==> src/rtl/lock_seq_ctrl.sv <==
// ============================================================================
// lock_seq_ctrl
// ----------------------------------------------------------------------------
// Sequencing controller for the digital lock datapath. Collects a code entered
// one nibble at a time, compares it against the stored code on an explicit
// enter strobe, drives a timed unlock pulse, counts consecutive wrong attempts
// and enforces a timed alarm lockout.
//
// Optional feature (compile-time macro):
//   LOCK_SEQ_CTRL_CHANGE_EN  - when defined, change_req in OPEN moves to
//                              NEWCODE and a full-length entry replaces the
//                              stored code. When undefined, change_req is
//                              ignored and the stored code is DEFAULT_CODE.
//
// Parameters:
//   NDIG          digits per code (2..8)
//   MAX_TRIES     consecutive wrong attempts that trigger ALARM (1..7)
//   UNLOCK_CYCLES cycles unlock stays high after a match (>=1)
//   LOCK_CYCLES   ALARM lockout duration in cycles (>=1)
//   DEFAULT_CODE  code loaded at reset, 4*NDIG bits
//
// Ports:
//   clk          in   system clock, rising edge
//   reset        in   asynchronous active-high reset
//   digit        in   keypad nibble
//   digit_valid  in   single-cycle strobe qualifying digit
//   enter        in   single-cycle strobe, submit the entry
//   change_req   in   request a code change (honoured only in OPEN)
//   unlock       out  actuator drive
//   buzzer       out  alarm sounder
//   lockout      out  inputs are being ignored (ALARM)
//   attempts     out  consecutive wrong-attempt count
//   state        out  FSM state: IDLE=0 ENTRY=1 CHECK=2 OPEN=3 ALARM=4 NEWCODE=5
//
// All inputs pass through one register stage before the FSM acts on them, so
// no input reaches an output combinationally. An enter sampled at edge n
// yields CHECK after edge n+1 and the verdict state after edge n+2.
// ============================================================================
module lock_seq_ctrl #(
    parameter int                NDIG          = 4,
    parameter int                MAX_TRIES     = 3,
    parameter int                UNLOCK_CYCLES = 8,
    parameter int                LOCK_CYCLES   = 16,
    parameter logic [4*NDIG-1:0] DEFAULT_CODE  = 16'h1234
) (
    input  logic       clk,
    input  logic       reset,
    input  logic [3:0] digit,
    input  logic       digit_valid,
    input  logic       enter,
    input  logic       change_req,
    output logic       unlock,
    output logic       buzzer,
    output logic       lockout,
    output logic [2:0] attempts,
    output logic [2:0] state
);

    // ------------------------------------------------------------------------
    // Local sizing
    // ------------------------------------------------------------------------
    localparam int CODE_W = 4 * NDIG;
    localparam int CW     = $clog2(NDIG + 1);
    localparam int TMAX   = (UNLOCK_CYCLES > LOCK_CYCLES) ? UNLOCK_CYCLES : LOCK_CYCLES;
    localparam int TW     = $clog2(TMAX + 1);

    localparam logic [CW-1:0] FULL        = CW'(NDIG);
    localparam logic [2:0]    TRIES_LIMIT = 3'(MAX_TRIES);
    localparam logic [2:0]    ATT_MAX     = 3'd7;
    localparam logic [TW-1:0] T_UNLOCK    = TW'(UNLOCK_CYCLES);
    localparam logic [TW-1:0] T_LOCK      = TW'(LOCK_CYCLES);

    typedef enum logic [2:0] {
        S_IDLE    = 3'd0,
        S_ENTRY   = 3'd1,
        S_CHECK   = 3'd2,
        S_OPEN    = 3'd3,
        S_ALARM   = 3'd4,
        S_NEWCODE = 3'd5
    } state_t;

    state_t state_q;
    state_t state_d;

    // ------------------------------------------------------------------------
    // Input capture stage
    // ------------------------------------------------------------------------
    logic [3:0] digit_r;
    logic       dv_r;
    logic       en_r;
    logic       chg_r;
    logic       keys_open;

    // Strobes seen while OPEN or ALARM are discarded at capture time, so a
    // key pressed in the last cycle of those states cannot leak into IDLE.
    assign keys_open = (state_q != S_OPEN) && (state_q != S_ALARM);

    always_ff @(posedge clk or posedge reset) begin
        if (reset) begin
            digit_r <= 4'h0;
            dv_r    <= 1'b0;
            en_r    <= 1'b0;
        end else begin
            // NOTE: sequential state uses non-blocking assignments so every
            // register samples the pre-edge values regardless of block order.
            digit_r <= digit;
            dv_r    <= digit_valid && keys_open;
            en_r    <= enter && keys_open;
        end
    end

`ifdef LOCK_SEQ_CTRL_CHANGE_EN
    always_ff @(posedge clk or posedge reset) begin
        if (reset) begin
            chg_r <= 1'b0;
        end else begin
            chg_r <= change_req && (state_q == S_OPEN);
        end
    end
`else
    // Code change is compiled out: the request is never acted upon.
    logic unused_change;
    assign unused_change = change_req;
    assign chg_r         = 1'b0;
`endif

    // ------------------------------------------------------------------------
    // Datapath registers
    // ------------------------------------------------------------------------
    logic [CODE_W-1:0] entry_q;
    logic [CW-1:0]     count_q;
    logic [TW-1:0]     timer_q;
    logic [2:0]        attempts_q;
    logic [CODE_W-1:0] code;

    logic       collecting;
    logic       take_digit;
    logic       clear_entry;
    logic       match;
    logic       timer_last;
    logic [2:0] attempts_inc;

    assign collecting = (state_q == S_IDLE) || (state_q == S_ENTRY) ||
                        (state_q == S_NEWCODE);

    // enter has priority over a digit strobed in the same cycle; digits past
    // NDIG are dropped so the buffer keeps the first NDIG entered.
    assign take_digit = collecting && dv_r && !en_r && (count_q != FULL);

    assign clear_entry = (state_q == S_CHECK) ||
                         ((state_q == S_OPEN) && chg_r) ||
                         ((state_q == S_NEWCODE) && en_r);

    assign match        = (count_q == FULL) && (entry_q == code);
    assign attempts_inc = (attempts_q == ATT_MAX) ? ATT_MAX : attempts_q + 3'd1;
    assign timer_last   = (timer_q <= TW'(1));

    // Entry buffer and digit count. First digit ends up in the MSB nibble.
    always_ff @(posedge clk or posedge reset) begin
        if (reset) begin
            entry_q <= '0;
            count_q <= '0;
        end else if (clear_entry) begin
            entry_q <= '0;
            count_q <= '0;
        end else if (take_digit) begin
            entry_q <= {entry_q[CODE_W-5:0], digit_r};
            count_q <= count_q + CW'(1);
        end
    end

    // Timer: loaded by the CHECK verdict, counts down through OPEN / ALARM.
    always_ff @(posedge clk or posedge reset) begin
        if (reset) begin
            timer_q <= '0;
        end else begin
            case (state_q)
                S_CHECK: begin
                    if (match) begin
                        timer_q <= T_UNLOCK;
                    end else if (attempts_inc >= TRIES_LIMIT) begin
                        timer_q <= T_LOCK;
                    end
                end
                S_OPEN, S_ALARM: begin
                    if (timer_q != '0) begin
                        timer_q <= timer_q - TW'(1);
                    end
                end
                default: ;
            endcase
        end
    end

    // Consecutive wrong-attempt counter, saturating at 7. Cleared only by a
    // match or by the end of the alarm lockout.
    always_ff @(posedge clk or posedge reset) begin
        if (reset) begin
            attempts_q <= 3'd0;
        end else if (state_q == S_CHECK) begin
            attempts_q <= match ? 3'd0 : attempts_inc;
        end else if ((state_q == S_ALARM) && timer_last) begin
            attempts_q <= 3'd0;
        end
    end

`ifdef LOCK_SEQ_CTRL_CHANGE_EN
    logic [CODE_W-1:0] code_q;
    logic              code_we;

    // Only a complete NDIG-digit entry replaces the code; a short one is
    // discarded and the old code stays in force.
    assign code_we = (state_q == S_NEWCODE) && en_r && (count_q == FULL);

    always_ff @(posedge clk or posedge reset) begin
        if (reset) begin
            // NOTE: the code register is reset on purpose: reset has to
            // restore the factory code, not keep whatever the user stored.
            code_q <= DEFAULT_CODE;
        end else if (code_we) begin
            code_q <= entry_q;
        end
    end

    assign code = code_q;
`else
    assign code = DEFAULT_CODE;
`endif

    // ------------------------------------------------------------------------
    // FSM: state register
    // ------------------------------------------------------------------------
    always_ff @(posedge clk or posedge reset) begin
        if (reset) begin
            state_q <= S_IDLE;
        end else begin
            state_q <= state_d;
        end
    end

    // ------------------------------------------------------------------------
    // FSM: next-state logic
    // ------------------------------------------------------------------------
    always_comb begin
        // NOTE: default first so every path assigns state_d and no latch is
        // inferred when a branch has nothing to say.
        state_d = state_q;
        case (state_q)
            S_IDLE: begin
                if (en_r) begin
                    state_d = S_CHECK;
                end else if (dv_r) begin
                    state_d = S_ENTRY;
                end
            end
            S_ENTRY: begin
                if (en_r) begin
                    state_d = S_CHECK;
                end
            end
            S_CHECK: begin
                if (match) begin
                    state_d = S_OPEN;
                end else if (attempts_inc >= TRIES_LIMIT) begin
                    state_d = S_ALARM;
                end else begin
                    state_d = S_IDLE;
                end
            end
            S_OPEN: begin
                // A change request wins over the unlock timeout.
                if (chg_r) begin
                    state_d = S_NEWCODE;
                end else if (timer_last) begin
                    state_d = S_IDLE;
                end
            end
            S_ALARM: begin
                if (timer_last) begin
                    state_d = S_IDLE;
                end
            end
            S_NEWCODE: begin
                // No timeout: leaves only on enter, full entry or not.
                if (en_r) begin
                    state_d = S_IDLE;
                end
            end
            default: begin
                state_d = S_IDLE;
            end
        endcase
    end

    // ------------------------------------------------------------------------
    // FSM: output decode (pure function of the state register)
    // ------------------------------------------------------------------------
    always_comb begin
        unlock  = 1'b0;
        buzzer  = 1'b0;
        lockout = 1'b0;
        case (state_q)
            S_OPEN: begin
                unlock = 1'b1;
            end
            S_ALARM: begin
                buzzer  = 1'b1;
                lockout = 1'b1;
            end
            default: ;
        endcase
    end

    assign attempts = attempts_q;
    assign state    = state_q;

endmodule

==> config.mk <==
export PLATFORM = sky130hd
export DESIGN_NAME = lock_seq_ctrl
export DESIGN_NICKNAME = d
export VERILOG_FILES = /design/src/rtl/lock_seq_ctrl.sv
export SDC_FILE = /design/constraint.sdc
export NUM_CORES = 1
export LEC_CHECK = 0
export CORE_MARGIN = 4
export CORE_UTILIZATION = 60
export DETAILED_ROUTE_END_ITERATION = 16
export HOLD_SLACK_MARGIN = 0.06
export PLACE_DENSITY = 0.9
export SLEW_MARGIN = 10
export SYNTH_ARGS = -nofsm -noshare
export SYNTH_HDL_FRONTEND = slang
export SYNTH_SLANG_ARGS = --single-unit
==> constraint.sdc <==
create_clock -name clk -period 4.3 [get_ports clk]
set_clock_uncertainty 0.05 [all_clocks]
set_input_delay 0.86 -clock clk [delete_from_list [all_inputs] [get_ports clk]]
set_output_delay 0.86 -clock clk [all_outputs]
set_load 0.01 [all_outputs]
After elaboration in Yosys (flattened, before gate mapping)
Cells that the tools add are included.
- add/sub/neg operators: 3
- order comparisons: 2
- eq/ne operators: 17
- multiplexer cells: 22
- reduce and logical (&&, ||, !) cells: 21
- operator list (operator ; number):
    $mux W3 ; 13
    $mux W16 ; 2
    $eq A16 B13 Y1 const B ; 1
    $mux W5 ; 3
    $pmux W3 S5 ; 1
    $eq A3 B3 Y1 const B ; 4
    $pmux W5 S2 ; 1
    $logic_and A1 B1 Y1 ; 9
    $ne A3 B3 Y1 const B ; 3
    $add A3 B1 Y3 const B ; 2
    $eq A3 B2 Y1 const B ; 2
    $ne A3 B2 Y1 const B ; 2
    $reduce_bool A2 Y1 ; 3
    $le A5 B1 Y1 const B ; 1
    $reduce_bool A5 Y1 ; 1
    $sub A5 B1 Y5 const B ; 1
    $ne A2 B1 Y1 const B ; 2
    $ne A2 B2 Y1 const B ; 2
    $reduce_and A4 Y1 ; 1
    $eq A3 B1 Y1 const B ; 1
    $ge A3 B2 Y1 const B ; 1
    $logic_not A3 Y1 ; 1
    $logic_or A1 B1 Y1 ; 3
    $reduce_and A3 Y1 ; 1
    3 further kinds ; 4
- register bits: 36
- input bits: 9
- output and inout bits: 9
- logic and storage cells: 73

Depth between registers and ports, before layout
Gate-level depths: netlist of the first run.
- depth in word-level cells: 8
- depth in mapped cells: 8

Worst setup path after synthesis of the first run
Ideal clock, no wire load.
- path type: register to output
- start: reg state_q[2], in the netlist state[2]
- end: out lockout
- data arrival time: 1.220 ns
- setup slack: 2.170 ns
- stages on the path, launching flop included: 5
- cells stage by stage: dfrtp_1 buf_4 or3b_4 inv_1 buf_4
- word-level cells in the longest chain between the ends: 2
- ends and longest elaborated chain (item ; RTL line ; RTL):
    from (decl) ; 82 ; state_t state_q;
    from (signal assigned) ; 237 ; state_q <= state_d;
    $eq A3 B3 Y1 ; n/a ;
    $mux W1 ; n/a ;
    to (decl) ; 54 ; output logic lockout,
No other way between the ends.

Worst setup path in the final report of the first run
- start: reg state_q[0], in the netlist state[0]
- end: out lockout
- word-level cells in the longest chain between the ends: 2
- ends and longest elaborated chain (item ; RTL line ; RTL):
    $eq A3 B3 Y1 ; 302 ; case (state_q)
    $mux W1 ; 302 ;
No other way between the ends.

==> impl_summary.txt, run 1 <==
----------------------------------------------------
[Pwr]
  PD cells ... between 600 and 700 nW/um2
  Power consumption ... roughly 1.4 mW
  Clock network power share ... approximately 17%
  Maximum VDD drop ... slightly below 0.6 mV
  Fraction of power spent switching nets ... roughly two fifths
  Net switching power figure ... roughly 0.53 mW
  Lkg Pwr ... between 0.8 and 0.9 nW
  Cell internal power dissipation ... about 0.83 mW
  Sequential share of power ... 40.4%
  Part of the power in combinational logic ... 42.5%

[GRT]
  Pin count of the biggest net entering global routing ... 37
  Met1 track utilization from global routing ... 24.29%
  Wire length of the first global-routing pass ... 5.658 mm
  Global routing usage on met2 ... around 28%
  Number of antenna violations at the first check in global routing ... 0
  Total congestion overflow after global routing ... 0
  Most heavily used metal layer in global routing ... met2
  Via count of the first global-routing pass ... between 1000 and 1500
  Global Route met3 Usage ... under 10%
  Overall global routing resource usage ... between 15 and 20%

[Setup path]
  Sort of element at the start of the critical path ... register
  Longest individual stage delay on the worst path ... 0.55 ns
  Ordered list of cells on the worst path ... or3b_4 -> inv_1 -> clkdlybuf4s50_1
  Max FO, Critical Path ... 13
  Crit. End Element ... output pin
  Kind of critical path ... reg2out
  Arrival time of data at the critical path endpoint ... 1.98 ns
  Required arrival time at the worst endpoint ... 3.39 ns
  CP max-delay cell ... clkdlybuf4s50_1

[Place]
  Post-detail-place hpwl ... between 2 and 2.5 mm
  Number of cells after detailed placement ... 221
  Count of buffers inserted at the top-level ports ... 16
  Final GP Congestion ... between 0.8 and 0.9

[Outcome]
  Result of the run ... finished, final reports clean

[Synthesis]
  Per-instance average area after synthesis ... ~10 um2
  Main flop type after synthesis ... dfrtp_1
  Cells after Synth ... 180
  Ys Warns ... 0
  Number of enable-type register cells in the synthesized netlist ... 0
  Share of synthesized registers carrying an async set or reset ... 100.0%
  Part of the Yosys area used for sequential elements ... between 50% and 60%
  Netlist cell types ... between 40 and 50
  Syn Nets ... just under 200
  Total of flip-flops plus latches after synthesis ... 36
  Total standard cell area after synthesis ... 1765 um2

[Clock network]
  Number of levels the H-tree was split into ... 2
  Hold-fix buffer count after cts ... 0
  Post-CTS setup-driven buffer insertion count ... 0
  TritonCTS clock tree ... built
  Number of gates resized after cts ... 0
  Maximum buffer depth of the clock tree ... 2
  Root cell of the clock tree ... clkbuf_4
  Clock latency on the worst-skew pair ... 0.34 ns
  Clock Pin Slew Worst Setup and Hold Paths ... around 0.1 ns
  Clock buffers created by TritonCTS ... 5
  Sinks on the clock net ... 36

[STA]
  Slew of the pin with the lowest slew margin ... approximately 0.65 ns
  Remaining max-slew budget at the tightest pin ... 56.57%
  Period utilization ... between 60% and 70%
  Post-route setup TNS ... 0 ns
  Final setup vio count ... 0
  Hold violation total from the final report ... 0
  Shortest clock period the worst path allows after layout ... between 2 and 3 ns
  Unrepaired setup endpoints after global routing ... false
  Final Slew Violations ... 0
  Peak clock frequency supported by timing ... about 350 MHz

[Drt]
  Routed via count divided by cell count ... approximately 5.7
  Via count of the routed design ... around 1300
  Detailed-routing iteration count for the pre-antenna-repair pass ... 5
  DR DRC count ... 0
  Number of DRC markers after the initial detailed-route iteration ... 78
  Detail Route Antenna Nets ... 0
  Average wire per standard cell ... approximately 14 um
  Total wire length after detailed routing ... ~3.3 mm

[Cells and area]
  Final instance count without filler cells ... 229
  Post-route core utilization ... between 70% and 80%
  Count of antenna diodes in the layout ... 0
  Nets ... around 210
  Most used cells in the layout excluding fill and tap cells ... nand2_1 (36), dfrtp_1 (36), a21oi_1 (17)
  Layout Area Growth over Synthesis ... 13.32%
  Fraction of layout instances using a drive strength above 1 ... 10.10%

[Worst hold path]
  Worst Hold Class ... reg2reg

[Floorplan]
  IO Count ... 18
  Height of the chip ... 62.25 um
  Initial Utilization ... 63.47%
  Chip width ... between 60 and 70 um
  Area of the core ... between 2000 and 3000 um2
  Die ar. ... approximately 3900 um2
  Std-Cell Rows ... 19

[Job]
  Max Cap Viol ... 0

----------------------------------------------------
[power groups by stage]
stage          Sequential (mW)  Combinational (mW)  Clock [mW]
6_report                 0.548               0.576       0.232
4_1_cts                  0.546               0.582       0.236
5_1_grt                  0.566               0.643       0.254
3_5_place_dp             0.553               0.578           0
2_1_floorplan            0.524               0.439           0
3_3_place_gp             0.544               0.548           0
[worst max-delay path, delay by kind of cell, from the launching register on]
kind,cells,cell delay (ns)
simple gates,1,0.46
flops,1,0.52
buf+inv,2,0.68
[worst paths after layout]
path / cells past startpoint / end / slack, ns / from
max reg2reg: 4 / entry_q[9] / 2.28 / state[1]
max: 3 / lockout / 1.41 / state[0]
min in group asynchronous: 3 / entry_q[8] / 0.86 / reset
min reg2reg: 2 / entry_q[3] / 0.46 / digit_r[3]
max in group asynchronous: 3 / entry_q[0] / 3.02 / reset
min: 2 / entry_q[3] / 0.46 / digit_r[3]
[registers in the layout, indices dropped and copies added (netlist names)]
register	flops
attempts	3
count_q	3
digit_r	4
dv_r	1
en_r	1
entry_q	16
state	3
timer_q	5
[layer usage]
layer  wire length [um]  vias up
li1                   -      644
met1               1446      631
met2               1622       32
met3                123        7
met4                 70        0
met5                  0        -
[cell families (layout without fill, tap and decap cells)]
family | Yosys count | count (layout) | synth area share, %
AO/OA/AOI/OAI | 41 | 41 | 15.81
flip-flops | 36 | 36 | 51.03
XOR/XNOR | 3 | 3 | 1.489
adder cells (fa/ha/maj) | 5 | 5 | 3.544
AND/OR/NAND/NOR | 78 | 78 | 22.68
multiplexers | 1 | 1 | 0.8502
buffers and inverters | 16 | 34 | 4.606
[synthesized netlist by cell type, drive strengths merged, types with 2 or more instances]
| cell type | instances | share of area [%] |
|---|---|---|
| a21oi | 20 | 6.7 |
| a22o | 6 | 3.0 |
| and3 | 2 | 0.71 |
| buf | 6 | 2.5 |
| dfrtp | 36 | 51 |
| ha | 5 | 3.5 |
| inv | 9 | 1.9 |
| nand2 | 38 | 8.4 |
| nand2b | 4 | 1.4 |
| nand4 | 2 | 0.71 |
| nor2 | 15 | 3.3 |
| nor3 | 3 | 0.85 |
| nor4 | 2 | 1.6 |
| o21a | 2 | 0.85 |
| o21ai | 5 | 1.4 |
| or3b | 2 | 1.3 |
| xor2 | 2 | 0.99 |
[final cells by class]
type	count	area [um2]
flip-flops and latches	36	900.9
multi-input cells	128	783.3
fillers	189	780.7
repair buffers	17	167.7
clock buffers	6	41.29
well taps	31	38.79
clock inverters	2	35.03
inverters	9	33.78
[stage by stage]
stage	instance area [um2]	worst slack, ns	hold slack (ns)
finish	2001	1.409	0.4569
detailed placement	1924	1.768	0.4460
floorplan	1765	2.170	0.4277
CTS	2001	1.394	0.4635
global placement	1924	1.781	0.4320
global route	2001	1.296	0.4833
Note: power is estimated with default switching activity, not from simulation.
==> inputs of run 2 (changes only) <==
--- a/config.mk
+++ b/config.mk
@@ -6,10 +6,10 @@
 export NUM_CORES = 1
 export LEC_CHECK = 0
 export CORE_MARGIN = 4
-export CORE_UTILIZATION = 60
+export CORE_UTILIZATION = 50
 export DETAILED_ROUTE_END_ITERATION = 16
 export HOLD_SLACK_MARGIN = 0.06
-export PLACE_DENSITY = 0.9
+export PLACE_DENSITY = 0.8
 export SLEW_MARGIN = 10
 export SYNTH_ARGS = -nofsm -noshare
 export SYNTH_HDL_FRONTEND = slang
==> constraint.sdc (replaced) <==
create_clock -name clk -period 2.45 [get_ports clk]
set_clock_uncertainty 0.05 [all_clocks]
set_input_delay 0.49 -clock clk [delete_from_list [all_inputs] [get_ports clk]]
set_output_delay 0.49 -clock clk [all_outputs]
set_load 0.01 [all_outputs]
==> run 2 against run 1 <==
Effect of this change: global-route usage grew 0.48 points; combinational power rose by 86%; via count grew 6.7%.
==> impl_summary.txt, run 2 (same netlist as run 1, synthesis figures left out) <==
----------------------------------------------------
[Cells and area]
  Top reg by flops ... entry_q
  Most used cells in the layout excluding fill and tap cells ... nand2_1 (36), dfrtp_1 (34), a21oi_1 (17)
  Most common cell after layout, fill and taps aside ... nand2_1
  Max FFs per register ... 16 (unchanged)
  Regs by FF count ... entry_q (16), timer_q (5), digit_r (4)
  Layout Area Growth over Synthesis ... 16.09%
  Count of antenna diodes in the layout ... 0 (unchanged)
  Fraction of layout instances using a drive strength above 1 ... 13.79% (+3.7 points)
  Nets ... 216 (+2.4%)
  Number of fillers in the final layout ... 323 (+71%)

[Place]
  Final GP Congestion ... 0.8435 (+3.4%)
  Count of buffers inserted at the top-level ports ... 16 (unchanged)
  Post-detail-place hpwl ... 2.452 mm (+1.2%)

[Setup path]
  Longest individual stage delay on the worst path ... 0.53 ns (-0.02 ns)
  Max FO, Critical Path ... 5 (-8)
  Crit. End Element ... output pin
  Setup slack, reg-to-reg ... 0.45 ns (-1.83 ns)
  Kind of cell adding the most delay to the critical path ... buffers and inverters
  Required arrival time at the worst endpoint ... 1.91 ns (-1.48 ns)
  Worst-case reg-to-reg path depth ... 5 (+1)
  Kind of critical path ... reg2out
  Sort of element at the start of the critical path ... register
  WP buf/inv ... 3 (+1)
  Ordered list of cells on the worst path ... buf_4 -> nand3b_1 -> inv_1 -> clkdlybuf4s50_1
  Arrival time of data at the critical path endpoint ... 1.77 ns (-0.21 ns)
  CP max-delay cell ... clkdlybuf4s50_1
  Levels on crit path ... 4 (+1)

[Pwr]
  Lkg Pwr ... 0.9442 nW (+6.1%)
  Sequential share of power ... 39.7% (-0.7 points)
  Maximum VDD drop ... 0.4315 mV (-28%)
  Fraction of power spent switching nets ... 40.05% (+1.1 points)
  Power consumption ... 2.328 mW (+72%)
  Part of the power in combinational logic ... 46.1% (+3.6 points)
  PD cells ... 1136 nW/um2 (+68%)
  Net switching power figure ... 0.9326 mW (+76%)
  Cell internal power dissipation ... 1.396 mW (+69%)
  Clock network power share ... 14.3% (-2.8 points)

[Clock network]
  TritonCTS clock tree ... built
  Root cell of the clock tree ... clkbuf_4
  Number of levels the H-tree was split into ... 2 (unchanged)
  Sinks on the clock net ... 36 (unchanged)
  Maximum buffer depth of the clock tree ... 2 (unchanged)
  Clock Pin Slew Worst Setup and Hold Paths ... 0.10 ns (about the same)
  Clock buffers created by TritonCTS ... 5 (unchanged)
  Clock latency on the worst-skew pair ... 0.34 ns (about the same)

[GRT]
  Total congestion overflow after global routing ... 0 (unchanged)
  Pin count of the biggest net entering global routing ... 37 (unchanged)
  Overall global routing resource usage ... 18.55% (+0.48 points)
  Via count of the first global-routing pass ... 1466 (+18%)
  Wire length of the first global-routing pass ... 6.230 mm (+10%)
  Number of antenna violations at the first check in global routing ... 0 (unchanged)

[STA]
  Remaining max-slew budget at the tightest pin ... 64.91% (+8.3 points)
  Hold violation total from the final report ... 0 (unchanged)
  Slew of the pin with the lowest slew margin ... 0.5248 ns (-0.1267 ns)
  Unrepaired setup endpoints after global routing ... false
  Final Slew Violations ... 0 (unchanged)
  Post-route setup TNS ... 0 ns (unchanged)
  Final setup vio count ... 0 (unchanged)
  Peak clock frequency supported by timing ... approximately 430 MHz
  Period utilization ... a little over nine tenths
  Shortest clock period the worst path allows after layout ... roughly 2.3 ns

[Drt]
  Number of DRC markers after the initial detailed-route iteration ... 128 (+64%)
  Via count of the routed design ... 1402 (+6.7%)
  Routed via count divided by cell count ... 5.631 (-1.9%)
  Total wire length after detailed routing ... 3.500 mm (+7.3%)
  Detail Route Antenna Nets ... 0 (unchanged)
  Detailed-routing iteration count for the pre-antenna-repair pass ... 4 (-1)
  Average wire per standard cell ... 14.06 um (-1.4%)
  DR DRC count ... 0 (unchanged)

[Floorplan]
  Height of the chip ... 67.42 um (+8.3%)
  Chip width ... 67.42 um (+8.3%)
  Area of the core ... 3363 um2 (+21%)
  Initial Utilization ... 52.49% (-11 points)
  Std-Cell Rows ... 21 (+2)
  IO Count ... 18 (unchanged)
  Die ar. ... 4545 um2 (+17%)

[Worst hold path]
  Worst Hold Class ... reg2reg
  Cell depth of the worst hold path ... 2 (unchanged)

[Job]
  Max Cap Viol ... 0 (unchanged)

[Outcome]
  Result of the run ... finished, final reports clean

----------------------------------------------------
## run 2: worst register-to-register path, stage by stage, from the launching register on
cell and delay (ns):
dfrtp_2 0.42, buf_4 0.16, nor2_1 0.27, and4_1 0.58, nor2_1 0.19, a22o_1 0.22
## run 2: final timing paths
check,startpoint,end
min in group asynchronous,reset,dv_r
setup reg to reg,state[1],entry_q[10]
setup / recovery,state[2],unlock
hold reg to reg,digit_r[1],entry_q[1]
max in group asynchronous,reset,state[1]
hold / removal,digit_r[1],entry_q[1]
## run 2: area by class of cell
| cell class | instances | area (um2) | area share (%) |
|---|---|---|---|
| well taps | 46 | 57.56 | 2.808 |
| clock inverters | 2 | 10.01 | 0.4884 |
| multi-input cells | 128 | 783.3 | 38.22 |
| clock buffers | 6 | 51.30 | 2.503 |
| repair buffers | 22 | 210.2 | 10.26 |
| flip-flops and latches | 36 | 903.4 | 44.08 |
| inverters | 9 | 33.78 | 1.648 |
## run 2: per-stage QoR
| step | setup WS [ns] | hold slack, ns | std cells | utilization (%) | instance area, um2 |
|---|---|---|---|---|---|
| 3_3_place_gp | 0.3246 | 0.4359 | 238 | 58.22 | 1958 |
| 3_5_place_dp | 0.2721 | 0.4469 | 238 | 58.22 | 1958 |
| 2_1_floorplan | 0.6903 | 0.4277 | 180 | - | 1765 |
| 6_report | 0.1356 | 0.4556 | 249 | 60.94 | 2049 |
| 5_1_grt | 0.06224 | 0.4790 | 249 | 60.94 | 2049 |
| 4_1_cts | 0.02544 | 0.4621 | 249 | 60.79 | 2044 |
## run 2: power groups by stage
stage	Combinational [mW]	Clock, mW	Sequential (mW)
after floorplan	0.771	0	0.920
after global placement	0.988	0	0.932
after detailed placement	1.02	0	0.952
after CTS	1.08	0.347	0.919
after global routing	1.21	0.371	0.944
final	1.07	0.332	0.923
## run 2: metal layers
layer | up-vias | share of wire (%) | global-route usage, %
met5 | - | 0 | 0
met4 | 0 | 3.1 | 9.620
met3 | 9 | 5.3 | 5.657
met2 | 44 | 52 | 31.53
met1 | 689 | 39 | 20.88
li1 | 660 | - | -
## run 2: timing repair
item	CTS	global route
resized for setup	2	2
pin swaps	0	0
endpoints found under the hold margin	0	0
hold buffers	0	0
setup endpoints to repair	2	2
setup buffers	3	0
gates cloned	0	0
==> inputs of run 3 (changes only) <==
--- a/config.mk
+++ b/config.mk
@@ -5,11 +5,13 @@
 export SDC_FILE = /design/constraint.sdc
 export NUM_CORES = 1
 export LEC_CHECK = 0
+export ABC_AREA = 1
 export CORE_MARGIN = 4
 export CORE_UTILIZATION = 50
 export DETAILED_ROUTE_END_ITERATION = 16
 export HOLD_SLACK_MARGIN = 0.06
 export PLACE_DENSITY = 0.8
+export SETUP_SLACK_MARGIN = 0.4
 export SLEW_MARGIN = 10
 export SYNTH_ARGS = -nofsm -noshare
 export SYNTH_HDL_FRONTEND = slang
==> run 3 against run 2 <==
Effect of this change: non-clock buffer count rose by 2; synthesized cell count increased by 20%; final cell count rose by 16%; via count grew 6.2%; die area rose by 2.3%; sequential power increased by 3.6%; count of clock-buffer cells in the layout rose by 2; power rose by 7.6%.
==> impl_summary.txt, run 3 <==
----------------------------------------------------
[Outcome]
  Result of the run ... finished, final reports clean

[Setup path]
  Kind of cell adding the most delay to the critical path ... buffers and inverters
  Setup slack, reg-to-reg ... 0.64 ns (+0.19 ns)
  Arrival time of data at the critical path endpoint ... 1.45 ns (-0.32 ns)
  Kind of critical path ... reg2out
  CP max-delay cell ... dfrtp_2
  Worst flop-to-flop path startpoint ... count_q[0]
  Reg2reg end ... timer_q[3]
  Sort of element at the start of the critical path ... register
  Crit. End Element ... output pin
  Required arrival time at the worst endpoint ... 1.91 ns (about the same)
  Worst-case reg-to-reg path depth ... 11 (+6)
  Longest individual stage delay on the worst path ... 0.41 ns (-0.12 ns)
  WP buf/inv ... 3 (unchanged)
  Max FO, Critical Path ... 3 (-2)
  Ordered list of cells on the worst path ... buf_4 -> nor2_4 -> nand2_1 -> inv_1 -> dlygate4sd2_1

[Worst hold path]
  Worst hold path endpoint ... timer_q[4]
  Source of the worst hold timing path ... timer_q[4]
  Worst Hold Class ... reg2reg
  Cell depth of the worst hold path ... 2 (unchanged)

[STA]
  Period utilization ... 81.40% (-13 points)
  Post-route setup TNS ... 0 ns (unchanged)
  Remaining max-slew budget at the tightest pin ... 70.55% (+5.6 points)
  Worst hold slack ... 0.4683 ns (+0.01272 ns)
  Min setup slack post-route ... 0.4557 ns (+0.3202 ns)
  Shortest clock period the worst path allows after layout ... 1.994 ns (-0.3202 ns)
  Slew of the pin with the lowest slew margin ... 0.4417 ns (-0.08316 ns)
  Peak clock frequency supported by timing ... 501.4 MHz (+16%)
  Final setup vio count ... 0 (unchanged)
  Hold violation total from the final report ... 0 (unchanged)
  Final Slew Violations ... 0 (unchanged)
  Unrepaired setup endpoints after global routing ... true

[Synthesis]
  Share of synthesized registers carrying an async set or reset ... 100.0% (unchanged)
  Area fraction in compound gates after synthesis ... 12.29% (-3.5 points)
  Syn Nets ... 230 (+19%)
  Arithmetic-cell share of the synthesized area counting full adders, half adders and majority gates ... 3.453% (-0.091 points)
  Proportion of netlist area held by the largest area contributor ... 49.72% (-1.3 points)
  Post-Synth Simple-Gate Area ... 23.48% (+0.80 points)
  Dominant combinational cell family by area after synthesis ... simple AND/OR/NAND/NOR gates
  Mux share of post-synthesis cell area ... 0% (-0.85 points)
  Total of flip-flops plus latches after synthesis ... 36 (unchanged)
  Number of enable-type register cells in the synthesized netlist ... 0 (unchanged)
  Ys Warns ... 0 (unchanged)
  Part of the Yosys area used for sequential elements ... 49.72% (-1.3 points)
  Netlist cell types ... 27 (-40%)
  Per-instance average area after synthesis ... 8.388 um2 (-14%)
  Most repeated cell in the gate-level netlist after synthesis ... nand2_1
  Cell accounting for the most synthesized area ... dfrtp_1
  Cells after Synth ... 216 (+20%)
  Total standard cell area after synthesis ... 1812 um2 (+2.6%)
  Largest cells by area after synthesis ... dfrtp_1 (50%), nand2_1 (8.5%), inv_1 (7.3%), o22ai_1 (5.9%), nor2_1 (5.0%)
  Top post-synthesis cells by count ... nand2_1 (41), dfrtp_1 (36), inv_1 (35)
  Main flop type after synthesis ... dfrtp_1
  Area share of xor/xnor cells in the synthesized design ... 0.4834% (-1.0 points)

[Cells and area]
  Top reg by flops ... entry_q
  Final instance count without filler cells ... 290 (+16%)
  Max FFs per register ... 16 (unchanged)
  Fraction of layout instances using a drive strength above 1 ... 14.75% (+0.96 points)
  Layout Area Growth over Synthesis ... 17.20%
  Most common cell after layout, fill and taps aside ... nand2_1
  Post-route core utilization ... 62.16% (+1.2 points)
  Number of fillers in the final layout ... 309 (-4.3%)
  Count of antenna diodes in the layout ... 0 (unchanged)
  Most used cells in the layout excluding fill and tap cells ... nand2_1 (41), inv_1 (35), dfrtp_1 (33)
  Nets ... 257 (+19%)
  Design area ... 2123 um2 (+3.6%)
  Regs by FF count ... entry_q (16), timer_q (5), digit_r (4)

[Pwr]
  Power consumption ... 2.506 mW (+7.6%)
  Lkg Pwr ... 1.065 nW (+13%)
  Maximum VDD drop ... 0.4224 mV (-2.1%)
  PD cells ... 1180 nW/um2 (+3.9%)

[Place]
  Post-Place Cell Area ... 2009 um2 (+2.6%)
  Post-detail-place hpwl ... 2.433 mm (-0.76%)
  Post-Place Worst Slack ... 0.4007 ns (+0.1286 ns)
  Final GP Congestion ... 0.8313 (-1.4%)
  Number of cells after detailed placement ... 276 (+16%)
  Count of buffers inserted at the top-level ports ... 16 (unchanged)

[Job]
  Max Cap Viol ... 0 (unchanged)

[GRT]
  Wire length of the first global-routing pass ... 6.051 mm (-2.9%)
  Via count of the first global-routing pass ... 1439 (-1.8%)
  Total congestion overflow after global routing ... 0 (unchanged)
  Number of antenna violations at the first check in global routing ... 0 (unchanged)
  Overall global routing resource usage ... 17.67% (-0.88 points)
  Pin count of the biggest net entering global routing ... 37 (unchanged)

[Floorplan]
  Chip width ... 68.20 um (+1.1%)
  IO Count ... 18 (unchanged)
  Std-Cell Rows ... 21 (unchanged)
  Die ar. ... 4651 um2 (+2.3%)
  Area of the core ... 3416 um2 (+1.6%)
  Initial Utilization ... 53.04% (+0.55 points)
  Height of the chip ... 68.20 um (+1.1%)

[Clock network]
  Clock latency on the worst-skew pair ... 0.33 ns (about the same)
  Number of levels the H-tree was split into ... 2 (unchanged)
  Hold-fix buffer count after cts ... 0 (unchanged)
  Maximum buffer depth of the clock tree ... 2 (unchanged)
  Root cell of the clock tree ... clkbuf_4
  Clock Pin Slew Worst Setup and Hold Paths ... 0.10 ns (about the same)
  Sinks on the clock net ... 36 (unchanged)
  TritonCTS clock tree ... built
  Clock buffers created by TritonCTS ... 5 (unchanged)

[Drt]
  Average wire per standard cell ... 12.03 um (-14%)
  Total wire length after detailed routing ... 3.489 mm (-0.31%)
  DR DRC count ... 0 (unchanged)
  Number of DRC markers after the initial detailed-route iteration ... 128 (unchanged)
  Via count of the routed design ... 1489 (+6.2%)
  Detailed-routing iteration count for the pre-antenna-repair pass ... 4 (unchanged)
  Routed via count divided by cell count ... 5.134 (-8.8%)
  Detail Route Antenna Nets ... 0 (unchanged)

----------------------------------------------------
## run 3: cell type report
type / count / area, um2 / area share (%)
clock buffers: 8 / 58.81 / 2.770
inverters: 41 / 156.4 / 7.366
multi-input cells: 135 / 726.9 / 34.24
flip-flops and latches: 36 / 904.6 / 42.60
well taps: 46 / 57.56 / 2.711
repair buffers: 24 / 219.0 / 10.31
## run 3: how the worst max path moves through the flow
stage / start / end / slack [ns] / cells after the start
floorplan: state[0] / lockout / 0.85 / 4
global placement: state[0] / buzzer / 0.45 / 4
detailed placement: state[0] / buzzer / 0.40 / 4
CTS: state[1] / state[1] / 0.36 / 3
global route: state[0] / lockout / 0.39 / 5
finish: state[0] / buzzer / 0.46 / 5
## run 3: what timing repair did
action | CTS | global route
cloned | 0 | 0
endpoints found under the setup margin | 3 | 4
buffers inserted | 6 | 0
endpoints found under the hold margin | 0 | 0
resized for setup | 7 | 2
## run 3: worst min-delay path, cell delays in order, from the launching register on
cell and delay, ns:
dfrtp_1 0.38, nand2_1 0.06, nand2_1 0.05
## run 3: power breakdown
part	internal [mW]	switching, mW	leakage (nW)
clock network	0.142	0.183	0.0326
logic	0.485	0.740	0.566
registers	0.805	0.151	0.466
total	1.43	1.07	1.06
## run 3: routing by layer
layer	up-vias	GRT usage [%]	part of all wire, %
met5	-	0	0
met4	0	7.444	2.3
met3	8	4.598	2.8
met2	24	29.36	49
met1	709	21.64	46
li1	748	-	-
## run 3: cell families after synthesis
family / Yosys count
AOI/OAI and AO/OA: 34
xor gates and xnor gates: 1
adders and majority gates: 5
buffers and inverters: 45
DFF: 36
and+or+nand+nor: 95
==> edit 1: new RTL, settings of run 2 <==
The option `LOCK_SEQ_CTRL_CHANGE_EN` is turned on by a define.
--- a/src/rtl/lock_seq_ctrl.sv
+++ b/src/rtl/lock_seq_ctrl.sv
@@ -36,6 +36,8 @@
 // no input reaches an output combinationally. An enter sampled at edge n
 // yields CHECK after edge n+1 and the verdict state after edge n+2.
 // ============================================================================
+`define LOCK_SEQ_CTRL_CHANGE_EN
+
 module lock_seq_ctrl #(
     parameter int                NDIG          = 4,
     parameter int                MAX_TRIES     = 3,
Formal check against the unedited RTL: not equivalent (a bounded check fails within 10 cycles, from zero or initial values and one cycle with reset high).
==> edit 1 against run 2 <==
Wire length increased by 38%; area after synthesis up 52%; die area is 46% higher; worst setup slack got worse by 64 ps; critical path depth did not move; worst hold slack improved by 2.6 ps; sequential cell count rose by 17; power up 38%; final area grew 49%; largest cell class unchanged.
==> edit 1: results <==
cts:
  clkLatencyLatePin_ps: 310
  clockBufferDepth: 2
  htree_num_levels: 2
  cts_inserted_buffers: 5
  clkTransAtPathRegs_ps: 100
  clock_tree.root_cell: "clkbuf_8"
synthesis:
  synthTopCellsByArea: "dfrtp_1 45%, mux2i_1 6.3%, mux2_4 5.6%"
  ys_warn_count: 0
  synth_seq_area_share_pct: 49.5
  syn_area_per_cell_um2: 11.9
  synthTopCellsByCount: "48 x dfrtp_1, 26 x nor2_1, 17 x mux2i_1"
  synth_cell_types: 48
  synth_ff_type: "dfrtp_1"
  synth-edff-count: 0
  synth_nets: 242
  async_reset_ff_share_pct: 100
worst_setup_path:
  regToRegSetupSlack_ps: 430
  crit_fanout: 5
  r2r_end: "timer_q[3]"
  crit_end: "buzzer"
  critical_path_arrival_ps: 1840
  reg2regPathDepth: 7
  critPathLaunch: "state[2]"
  crit-reg2reg-launch: "timer_q[0]"
placed_design:
  gp_congestion: 0.860
  place_area_um2: 2930
  portBuffers: 17
  hpwlAfterDp_um: 3390
  placedCellCount: 310
grt:
  antenna_found_initial: 0
  grt_pass1_wl_um: 8140
  grt_max_degree: 34
  grtUsageTotal_pct: 16.0
sta:
  worst_slew_pin_slew_ps: 519
hold_path:
  hold_class: "input port to async pin"
layout:
  diodes: 0
  fin_nets: 267
  drive_gt1_share_pct: 22.1
detailed_routing:
  wirelength_um: 4840
  firstDrtPassIters: 4
  viasPerCell: 5.37
  drt-initial-drc-count: 93
  vias: 1736
power:
  ir_drop_mv: 0.606
  leakage_uw: 0.00152
run_status:
  status: "completed"
[edit 1: final cells by class]
class | count | area (um2)
clock buffer | 5 | 68.8
clock inverter | 3 | 21.3
fill | 424 | 2110
inverter | 9 | 38.8
multi-input combinational | 156 | 1250
sequential | 53 | 1330
tap | 70 | 87.6
timing repair buffer | 27 | 258
[edit 1: metal layers]
layer  part of all wire, %  vias to the layer above  track usage, %
li1                      -                      846               -
met4                   1.8                        0            5.57
met2                    47                       21            24.9
met3                   2.3                        7            2.99
met5                     0                        -               0
met1                    49                      862            22.4
[edit 1: cells by family (layout without fill, tap and decap cells)]
family                     Yosys count  count (layout)  synth area share, %
xor gates and xnor gates            17              17                 5.53
buffers and inverters               18              44                 4.18
DFF                                 53              53                 49.5
and+or+nand+nor                     67              67                 14.6
muxes                               33              33                 14.4
AOI/OAI and AO/OA                   33              33                 8.93
adders and majority gates            6               6                 2.79
[edit 1: worst max-delay path, stage by stage (launching register included)]
cell and delay (ps):
dfrtp_1 380, inv_1 110, or3_4 430, clkinv_4 80, clkdlybuf4s50_1 540
[edit 1: how the worst min path moves through the flow]
| stage | to | slack [ps] | cells past startpoint |
|---|---|---|---|
| 2_1_floorplan | entry_q[0] | 410 | 2 |
| 3_3_place_gp | entry_q[2] | 420 | 2 |
| 3_5_place_dp | entry_q[2] | 440 | 2 |
| 4_1_cts | entry_q[2] | 470 | 2 |
| 5_1_grt | code[14] | 510 | 2 |
| 6_report | code[10] | 460 | 2 |
[edit 1: per-stage QoR]
step / hold WS [ps] / worst slack, ps / total power, uW
final: 458 / 71.4 / 3210
after global routing: 510 / 1.01 / 3430
after CTS: 468 / 44.7 / 3170
after detailed placement: 442 / 305 / 2660
after global placement: 422 / 359 / 2600
after floorplan: 411 / 592 / 2260
[edit 1: report_power, final]
part / internal [uW] / total, uW / leakage, uW / switching [uW]
combinational: 653 / 1430 / 0.000791 / 780
sequential: 1060 / 1270 / 0.000686 / 206
clock: 203 / 507 / 0.0000445 / 303
[edit 1: timing repair]
action,in CTS,in global routing
setup endpoints to repair,2,1
gates resized for setup,1,0
gates cloned,0,0
setup buffers,1,4
==> edit 2: new RTL, settings of run 2 <==
Without the edit above. Put a register stage on the output `buzzer`. The value now appears one clock later. The other outputs are not delayed to match.
--- a/src/rtl/lock_seq_ctrl.sv
+++ b/src/rtl/lock_seq_ctrl.sv
@@ -79,6 +79,8 @@
         S_NEWCODE = 3'd5
     } state_t;
 
+    logic buzzer_d;
+
     state_t state_q;
     state_t state_d;
 
@@ -297,14 +299,14 @@
     // ------------------------------------------------------------------------
     always_comb begin
         unlock  = 1'b0;
-        buzzer  = 1'b0;
+        buzzer_d = 1'b0;
         lockout = 1'b0;
         case (state_q)
             S_OPEN: begin
                 unlock = 1'b1;
             end
             S_ALARM: begin
-                buzzer  = 1'b1;
+                buzzer_d = 1'b1;
                 lockout = 1'b1;
             end
             default: ;
@@ -314,5 +316,9 @@
     assign attempts = attempts_q;
     assign state    = state_q;
 
+    always_ff @(posedge clk) begin
+        buzzer <= buzzer_d;
+    end
+
 endmodule
 
Check against the original RTL: not equivalent (Yosys sat finds a counterexample within 10 cycles, from zero or initial values and one cycle with reset high).
==> edit 2 against run 2 <==
Worst setup slack gained 33 ps; sequential cell count is 1 higher; synthesized cell count did not move; via count decreased by 3.9%; wire length fell by 3.1%; power shrank 1.5%; core utilization is 0.92 points lower; final area is 0.73% lower; area after synthesis up 0.71%; largest cell class unchanged.
==> edit 2: results <==
power:
  ir_drop_mv: 0.753
  p_int_uw: 1380
  leakage_uw: 0.000901
placed_design:
  placedCellCount: 240
  place_area_um2: 1990
  hpwlAfterDp_um: 2480
  gp_congestion: 0.818
  dp_slack_ps: 291
detailed_routing:
  wl_met3_um: 139
  viasPerCell: 5.44
  wl_met2_um: 1660
  drt-initial-drc-count: 60
  vias: 1348
  wl_met1_um: 1540
  wirelength_um: 3390
run_status:
  status: "completed"
grt:
  grtUsageTotal_pct: 17.3
  grt_pass1_wl_um: 5880
  grt_pass1_vias: 1373
synthesis:
  async_reset_ff_share_pct: 97.3
  synth_cell_types: 46
  synthTopCellsByArea: "dfrtp_1 51%, nand2_1 7.6%, a21oi_1 4.8%"
layout:
  fin_nets: 215
  nFillCells: 271
worst_setup_path:
  crit_fanout: 10
  reg2regPathDepth: 7
  critical_path_arrival_ps: 1740
cts:
  postCtsSetupBuffers: 0
## edit 2: changes by cell type after synthesis
| cell | change |
|---|---|
| dfxtp_1 | +1 |
| buf_4 | -1 |
## edit 2: worst paths after layout
| kind | from | end | slack, ps |
|---|---|---|---|
| worst max-delay path | state[2] | unlock | 170 |
| worst min-delay path | digit_r[3] | entry_q[3] | 450 |
| worst max register to register | timer_q[0] | timer_q[1] | 450 |
| worst min register to register | digit_r[3] | entry_q[3] | 450 |
| max in group asynchronous | reset | state[1] | 1530 |
| min in group asynchronous | reset | dv_r | 490 |
## edit 2: power groups by stage
| stage | clock, uW | combinational (uW) | sequential [uW] |
|---|---|---|---|
| finish | 301 | 1040 | 949 |
| detailed placement | 0 | 1050 | 959 |
| global route | 324 | 1180 | 977 |
| CTS | 307 | 1050 | 948 |
| floorplan | 0 | 765 | 942 |
| global placement | 0 | 991 | 943 |
## edit 2: area by class of cell
| type | count | area (um2) | area share, % |
|---|---|---|---|
| Timing Repair Buffer | 20 | 189 | 9.29 |
| Clock buffer | 8 | 48.8 | 2.40 |
| Inverter | 9 | 33.8 | 1.66 |
| Sequential cell | 37 | 922 | 45.3 |
| Tap cell | 46 | 57.6 | 2.83 |
| Multi-Input combinational cell | 128 | 783 | 38.5 |
## edit 2: per-layer routing
layer	global-route usage [%]	vias up
li1	-	661
met1	20.7	654
met2	28.8	27
met3	3.33	6
met4	9.87	0
met5	0	-
## edit 2: kinds of logic (layout without fill, tap and decap cells)
family	after synthesis	after routing	share of synthesized area (%)
AOI/OAI and AO/OA	41	41	15.7
xor gates and xnor gates	3	3	1.48
adders and majority gates	5	5	3.52
buffers and inverters	15	37	4.15
DFF	37	37	51.8
muxes	1	1	0.844
and+or+nand+nor	78	78	22.5
